### config.mk
export PLATFORM = sky130hd
export DESIGN_NAME = mem_write_seq
export DESIGN_NICKNAME = d
export VERILOG_FILES = /design/src/rtl/mem_write_seq_pkg.sv /design/src/rtl/mem_write_seq_sync_fifo2.sv /design/src/rtl/mem_write_seq.sv
export SDC_FILE = /design/constraint.sdc
export NUM_CORES = 1
export LEC_CHECK = 0
export CAP_MARGIN = 30
export CORE_ASPECT_RATIO = 0.6
export CORE_MARGIN = 2
export CORE_UTILIZATION = 50
export CTS_CLUSTER_DIAMETER = 200
export DETAILED_ROUTE_END_ITERATION = 10
export PLACE_DENSITY = 0.76
export SYNTH_ARGS = -nofsm -noshare
export SYNTH_HDL_FRONTEND = slang
export SYNTH_SLANG_ARGS = --single-unit
### constraint.sdc
create_clock -name clk -period 4.7 [get_ports clk]
set_input_delay 0.705 -clock clk [delete_from_list [all_inputs] [get_ports clk]]
set_output_delay 0.705 -clock clk [all_outputs]
set_load 0.03 [all_outputs]
### src/rtl/mem_write_seq_pkg.sv
// Shared constants and state encoding for the register-file write sequencer.
package mem_write_seq_pkg;
    localparam int DW        = 6;
    localparam int AW        = 2;
    localparam int MEM_DEPTH = 2 ** AW;

    typedef enum logic [1:0] {
        IDLE   = 2'd0,
        WRITE  = 2'd1,
        VERIFY = 2'd2
    } state_t;
endpackage

### src/rtl/mem_write_seq_sync_fifo2.sv
// Two-entry first-in first-out buffer with a combinational head output.
module sync_fifo2 #(
    parameter int DW = 6
) (
    input  logic          clk,
    input  logic          rst,
    input  logic          i_push,
    input  logic [DW-1:0] i_din,
    input  logic          i_pop,
    output logic          o_full,
    output logic          o_empty,
    output logic [DW-1:0] o_head
);
    logic [DW-1:0] r_mem [2];
    logic          r_wr_ptr;
    logic          r_rd_ptr;
    logic [1:0]    r_count;
    logic          w_push;
    logic          w_pop;

    // Guard against overflow/underflow regardless of what the caller does.
    assign w_push  = i_push && !o_full;
    assign w_pop   = i_pop && !o_empty;
    assign o_full  = (r_count == 2'd2);
    assign o_empty = (r_count == 2'd0);
    assign o_head  = r_mem[r_rd_ptr];

    always_ff @(posedge clk or posedge rst) begin
        if (rst) begin
            r_mem[0] <= '0;
            r_mem[1] <= '0;
            r_wr_ptr <= 1'b0;
            r_rd_ptr <= 1'b0;
            r_count  <= 2'd0;
        end else begin
            if (w_push) begin
                r_mem[r_wr_ptr] <= i_din;
                r_wr_ptr        <= ~r_wr_ptr;
            end
            if (w_pop) begin
                r_rd_ptr <= ~r_rd_ptr;
            end
            case ({w_push, w_pop})
                2'b10:   r_count <= r_count + 2'd1;
                2'b01:   r_count <= r_count - 2'd1;
                default: r_count <= r_count;
            endcase
        end
    end
endmodule

### src/rtl/mem_write_seq.sv
// Write sequencer for the 4x6 register file: buffers words, writes them to
// sequential addresses, reads each back and flags the first mismatch.
//
// state  | meaning
// IDLE   | nothing buffered, memory untouched
// WRITE  | one cycle with ld high, head popped into the compare register
// VERIFY | ld low, address held; compare readback on the last cycle
module mem_write_seq #(
    parameter int DW         = mem_write_seq_pkg::DW,
    parameter int AW         = mem_write_seq_pkg::AW,
    parameter int VERIFY_LAT = 1
) (
    input  logic          clk,
    input  logic          rst,
    input  logic          in_valid,
    input  logic [DW-1:0] in_data,
    output logic          in_ready,
    input  logic          clr_err,
    output logic [AW-1:0] mem_sel,
    output logic [DW-1:0] mem_din,
    output logic          mem_ld,
    input  logic [DW-1:0] mem_dout,
    output logic          frame_done,
    output logic          err,
    output logic [AW-1:0] err_addr
);
    import mem_write_seq_pkg::*;

    localparam logic [1:0]    VCNT_LOAD = 2'(VERIFY_LAT - 1);
    localparam logic [AW-1:0] LAST_ADDR = AW'(MEM_DEPTH - 1);

    state_t        r_state;
    state_t        w_state_nxt;
    logic [AW-1:0] r_addr;
    logic [DW-1:0] r_exp_data;
    logic [DW-1:0] r_mem_din;
    logic          r_mem_ld;
    logic          r_frame_done;
    logic          r_err;
    logic [AW-1:0] r_err_addr;
    logic [1:0]    r_vcnt;

    logic          w_fifo_full;
    logic          w_fifo_empty;
    logic [DW-1:0] w_fifo_head;
    logic          w_push;
    logic          w_pop;
    logic          w_vdone;
    logic          w_mismatch;
    logic          w_ld_nxt;

    assign in_ready = !w_fifo_full && !rst;
    assign w_push   = in_valid && in_ready;

    sync_fifo2 #(.DW(DW)) u_fifo (
        .clk     (clk),
        .rst     (rst),
        .i_push  (w_push),
        .i_din   (in_data),
        .i_pop   (w_pop),
        .o_full  (w_fifo_full),
        .o_empty (w_fifo_empty),
        .o_head  (w_fifo_head)
    );

    always_ff @(posedge clk or posedge rst) begin
        if (rst) begin
            r_state <= IDLE;
        end else begin
            r_state <= w_state_nxt;
        end
    end

    always_comb begin
        w_state_nxt = r_state;
        case (r_state)
            IDLE:    if (!w_fifo_empty) w_state_nxt = WRITE;
            WRITE:   w_state_nxt = VERIFY;
            VERIFY:  if (w_vdone) w_state_nxt = w_fifo_empty ? IDLE : WRITE;
            default: w_state_nxt = IDLE;
        endcase
    end

    always_comb begin
        w_pop      = (r_state == WRITE);
        w_vdone    = (r_state == VERIFY) && (r_vcnt == 2'd0);
        w_mismatch = w_vdone && (mem_dout != r_exp_data);
        w_ld_nxt   = (w_state_nxt == WRITE);
    end

    // Outputs are registered from the next state so ld lines up with WRITE.
    always_ff @(posedge clk or posedge rst) begin
        if (rst) begin
            r_addr       <= '0;
            r_exp_data   <= '0;
            r_mem_din    <= '0;
            r_mem_ld     <= 1'b0;
            r_frame_done <= 1'b0;
            r_err        <= 1'b0;
            r_err_addr   <= '0;
            r_vcnt       <= 2'd0;
        end else begin
            r_mem_ld     <= w_ld_nxt;
            r_frame_done <= w_vdone && (r_addr == LAST_ADDR);
            if (w_ld_nxt) begin
                r_mem_din <= w_fifo_head;
            end
            if (w_pop) begin
                r_exp_data <= w_fifo_head;
            end
            if (r_state == WRITE) begin
                r_vcnt <= VCNT_LOAD;
            end else if ((r_state == VERIFY) && (r_vcnt != 2'd0)) begin
                r_vcnt <= r_vcnt - 2'd1;
            end
            if (w_vdone) begin
                r_addr <= r_addr + AW'(1);
            end
            // A mismatch beats a same-cycle clear and records its address.
            if (w_mismatch && (!r_err || clr_err)) begin
                r_err      <= 1'b1;
                r_err_addr <= r_addr;
            end else if (clr_err) begin
                r_err      <= 1'b0;
                r_err_addr <= '0;
            end
        end
    end

    assign mem_sel    = r_addr;
    assign mem_din    = r_mem_din;
    assign mem_ld     = r_mem_ld;
    assign frame_done = r_frame_done;
    assign err        = r_err;
    assign err_addr   = r_err_addr;
endmodule

# Yosys cells after proc, flatten, opt, wreduce, memory -nomap -nowiden
# Cells that the tools add are included.
# classes
addsub,4
n_lt_le_gt_ge,3
eq_ne,8
mux,17
bitwise_logic,4
n_reduce_logical,22
# op_table
cell,count
6-bit 2-to-1 mux,4
12-bit bitwise mux,1
2-bit 2-to-1 mux,6
1-bit logical AND,10
"2-bit == test, second input constant",4
2-bit nonzero test,4
6-bit demux with 1-bit select,1
"2-bit by 1-bit == test with 1-bit output, second input constant",3
2-bit logical NOT,3
6-bit inequality test,1
2-bit case mux with 3 select lines,1
"2-bit by 1-bit adder with 2-bit output, second input constant",2
"2-bit greater-or-equal comparator, second input constant",2
1-bit logical NOT,4
1-bit inverter with 2-bit output,2
2-bit case mux with 2 select lines,1
"2-bit by 1-bit subtractor with 2-bit output, second input constant",2
1-bit 2-to-1 mux,3
"2-bit by 1-bit less-than comparator with 1-bit output, second input constant",1
1-bit inverter,2
1-bit logical OR,1
# totals
reg_bits,39
input_bits,16
elab_cells,72

# Longest topological paths before layout
# logic_depth
depth_word,7
mapped_depth,7

# By module
# Synthesis repeated with hierarchy kept, for this count alone.
# unflattened
cells_unflattened,133
hier_area_um2,1811.7
# modules_own_cells
module,n_inst,cells_each,area_per_inst_um2,seq_area_each_um2
mem_write_seq,1,82,1053.5,575.6
sync_fifo2,1,51,758.2,400.4

# Least setup slack after synthesis
# Ideal clock, no wire load.
# synth_path
path_type,input port to output port
startpoint,input port rst
endpoint,output port in_ready
arrival_time_ns,1.971
required_time_ns,3.995
slack_ns,2.024
path_stages,2
path_buffers,0
cell_sequence,inv_1 -> o21a_2
# synth_between
elab_chain_cells,2
# synth_lines
element,line,source
start: declaration,mem_write_seq.sv:14,"input logic rst,"
1-bit logical NOT (no source line),-,
1-bit logical AND,mem_write_seq.sv:52,assign in_ready = !w_fifo_full && !rst;
end: declaration,mem_write_seq.sv:17,"output logic in_ready,"
# Every way passes these cells.

# Worst setup path after layout
# Same ends and word-level chain as after synthesis.

==> summary.txt <==
Outcome
  – Status: complete, no violations

Route
  – Routed Antenna Nets: 0
  – 1st-iter DRT viols: 49
  – Initial DRT Pass Iterations: 4
  – WL final: 3.04 mm
  – Via/cell ratio: 5.02
  – Vias: 1,120
  – DRC viols: 0
  – Routed len/inst: 13.6 µm

Floorplanning
  – Die height: 49.5 µm
  – CORE AREA: 0.00328 mm²
  – Row count: 16
  – Die area: 0.00394 mm²
  – # IOs: 30
  – Starting density of the core: 52.4%
  – DIE WIDTH: 79.8 µm

CTS
  – Post-CTS Setup Bufs: 0
  – Clock buffer depth: 2
  – Total CTS buffers: 5
  – Clk_lat worst skew: 0.29 ns
  – CTS H-tree lvls: 2
  – CTS resizes: 0
  – Clk sinks: 39
  – Root Buffer: clkbuf_8
  – CTS tree: done
  – Clock transition at path regs: 0.07 ns
  – Hold_buf cts: 0

Placement
  – Placed inst area: 0.00205 mm²
  – Port bufs: 29
  – RePlAce Congestion: 0.775
  – HPWL after DPL: 2.30 mm

Worst setup path
  – Setup crit start kind: primary input
  – Reg2Reg Launch Point: r_state[0]
  – Crit path arrival time: 2.51 ns
  – Crit path kind: primary input to primary output
  – R2r worst-path depth: 5
  – Worst R2R End: u_fifo.r_count[1]
  – Register-to-register setup slack: 2.99 ns
  – Critical path peak fanout: 41
  – Crit end category: primary output
  – Req. time, crit path: 3.99 ns

Power and ir drop
  – Combinational share of power: 40.3%
  – Int Pwr: 952 µW
  – Switch Pwr: 579 µW
  – Sw Ratio: 37.8%
  – Pwr dens: 707 mW/mm²
  – Maximum vdd drop: 0.000332 V
  – Flop pwr share: 40.8%
  – Tot Pwr: 1.53 mW
  – P_leak: 0.920 nW
  – Clk pwr share: 18.9%

Logic synthesis
  – #FFs+latches synth: 39
  – Synthesized instance count: 144
  – Average cell area after synthesis: 12.0 µm²
  – Synthesized area: 0.00172 mm²
  – Register area share after synthesis: 56.7%
  – Synth Warn #: 0
  – Post-synthesis cell type count: 31
  – Synthesized Nets: 163

Cells and area
  – Area grow syn2layout: 25.9%
  – Final-stage net count: 196
  – Layout cells sized above 1: 8.99%
  – Post-route cell area: 0.00217 mm²
  – Antenna diodes: 0

STA
  – Post-layout min period: 3.22 ns
  – Rel. slew slack: 66.3%
  – Slew Viols, Final: 0
  – Crit share post-route: 68.5%
  – Final setup fails: 0
  – Slew @ Worst Pin: 0.504 ns
  – Clock Skews: 0.00994 ns
  – RSZ-0062 raised after global routing: no
  – Peak Freq: 311 MHz
  – Setup TNS: 0 ns
  – WHS: 0.487 ns
  – Endpoints failing hold: 0

Job
  – Max cap viols: 0

Global route
  – Largest net degree at the start of global routing: 42
  – First-pass GRT wire length: 5.39 mm
  – Number of global-route vias before repair: 1,190
  – Initial antenna violation count: 0
  – Tot GR Track Use: 18.3%
  – GRT Residual Overflow: 0

Worst hold path
  – Worst hold path class: flip-flop to flip-flop
  – Hold Path End: u_fifo.r_mem[9]
  – Hold Path Depth: 1
  – Hold path start: u_fifo.r_mem[9]
[cell usage after synthesis]
cell type / number / area, µm²
o2bb2ai_1: 2 / 17.5
nor3_1: 1 / 5.00
mux2i_1: 6 / 60.1
nand3_1: 2 / 10.0
o21a_1: 1 / 7.51
nand3b_1: 1 / 7.51
ha_1: 3 / 37.5
dfrtp_1: 39 / 976
nor3_4: 1 / 16.3
nor2_4: 1 / 11.3
and2b_4: 1 / 10.0
buf_2: 3 / 15.0
nand2b_1: 3 / 18.8
xnor2_1: 11 / 96.3
mux2_1: 12 / 135
mux2_2: 1 / 11.3
o21ai_0: 10 / 50.1
o211ai_2: 1 / 12.5
buf_6: 1 / 11.3
and2_1: 1 / 6.26
o22a_1: 1 / 8.76
a21oi_1: 6 / 30.0
nor2_1: 12 / 45.0
nor2b_1: 2 / 12.5
o21ai_1: 1 / 5.00
inv_1: 4 / 15.0
nand2_1: 13 / 48.8
nand4_1: 1 / 6.26
xor2_1: 1 / 8.76
nand3_4: 1 / 17.5
o21a_2: 1 / 8.76
[worst max path at each step]
stage / startpoint / end / slack, ns / cells after the start
after floorplan: rst / in_ready / 2.02 / 2
after global placement: rst / in_ready / 1.47 / 5
after detailed placement: rst / in_ready / 1.43 / 5
after CTS: rst / in_ready / 1.43 / 5
after global routing: rst / in_ready / 1.34 / 5
final: rst / in_ready / 1.48 / 5
[metrics by stage]
stage	worst slack, ns	std cells	util (%)
3_5_place_dp	1.43	215	62.4
6_report	1.48	223	66.0
4_1_cts	1.43	223	66.0
3_3_place_gp	1.47	215	62.4
2_1_floorplan	2.02	144	-
5_1_grt	1.34	223	66.0
[layer usage]
metal  track usage, %  wire [µm]
met3             5.13        106
met2             27.9       1400
met5                0          0
met1             23.8       1430
met4             10.2        103
[layout make-up]
| cell class | instances | area (µm²) |
|---|---|---|
| timing repair buffer | 30 | 298 |
| fill | 256 | 1120 |
| multi-input combinational | 97 | 704 |
| clock buffer | 6 | 82.6 |
| clock inverter | 2 | 35.0 |
| inverter | 4 | 15.0 |
| tap | 45 | 56.3 |
| sequential | 39 | 976 |
[layout by cell type, fill, tap and decap left out, drive strengths merged]
cell type and instances:
nand2b 3, buf 1, bufinv 1, o21ai 11, clkdlybuf4s50 29, mux2i 6
and2 1, nand4 1, nor3 2, and2b 1, xnor2 11, clkbuf 6
nand3 3, xor2 1, inv 4, nand3b 1, clkinv 1, o22a 1
o21a 2, nor2 13, a21oi 6, nor2b 2, o2bb2ai 2, o211ai 1
nand2 13, ha 3, mux2 13, dfrtp 39
[critical path, cell delays in order]
cell and delay [ns]:
clkdlybuf4s50_1 0.40, inv_1 0.05, buf_4 0.42, o21a_2 0.26, clkdlybuf4s50_1 0.67
[registers in the layout (all words and copies together), names as in the netlist, 2 cells and up]
| register | count |
|---|---|
| err_addr | 2 |
| mem_din | 6 |
| mem_sel | 2 |
| r_exp_data | 6 |
| r_state | 2 |
| r_vcnt | 2 |
| u_fifo.r_count | 2 |
| u_fifo.r_mem | 12 |
[power by group through the flow]
stage                     clock network [mW]  logic, mW  registers [mW]
after global routing                   0.312      0.675           0.649
after global placement                     0      0.604           0.621
after floorplan                            0      0.371           0.687
final                                  0.289      0.618           0.625
after detailed placement                   0      0.623           0.630
after CTS                              0.293      0.628           0.625
[cells by family (layout without fill, tap and decap cells)]
logic type	after synthesis	in the layout	synth area share, %
AND/OR/NAND/NOR	40	40	12.5
flip-flops	39	39	56.7
AO/OA/AOI/OAI	23	23	8.14
multiplexers	19	19	12.0
XOR/XNOR	12	12	6.10
buffers and inverters	8	42	2.40
adder cells (fa/ha/maj)	3	3	2.18
(Power assumes the default switching activity.)
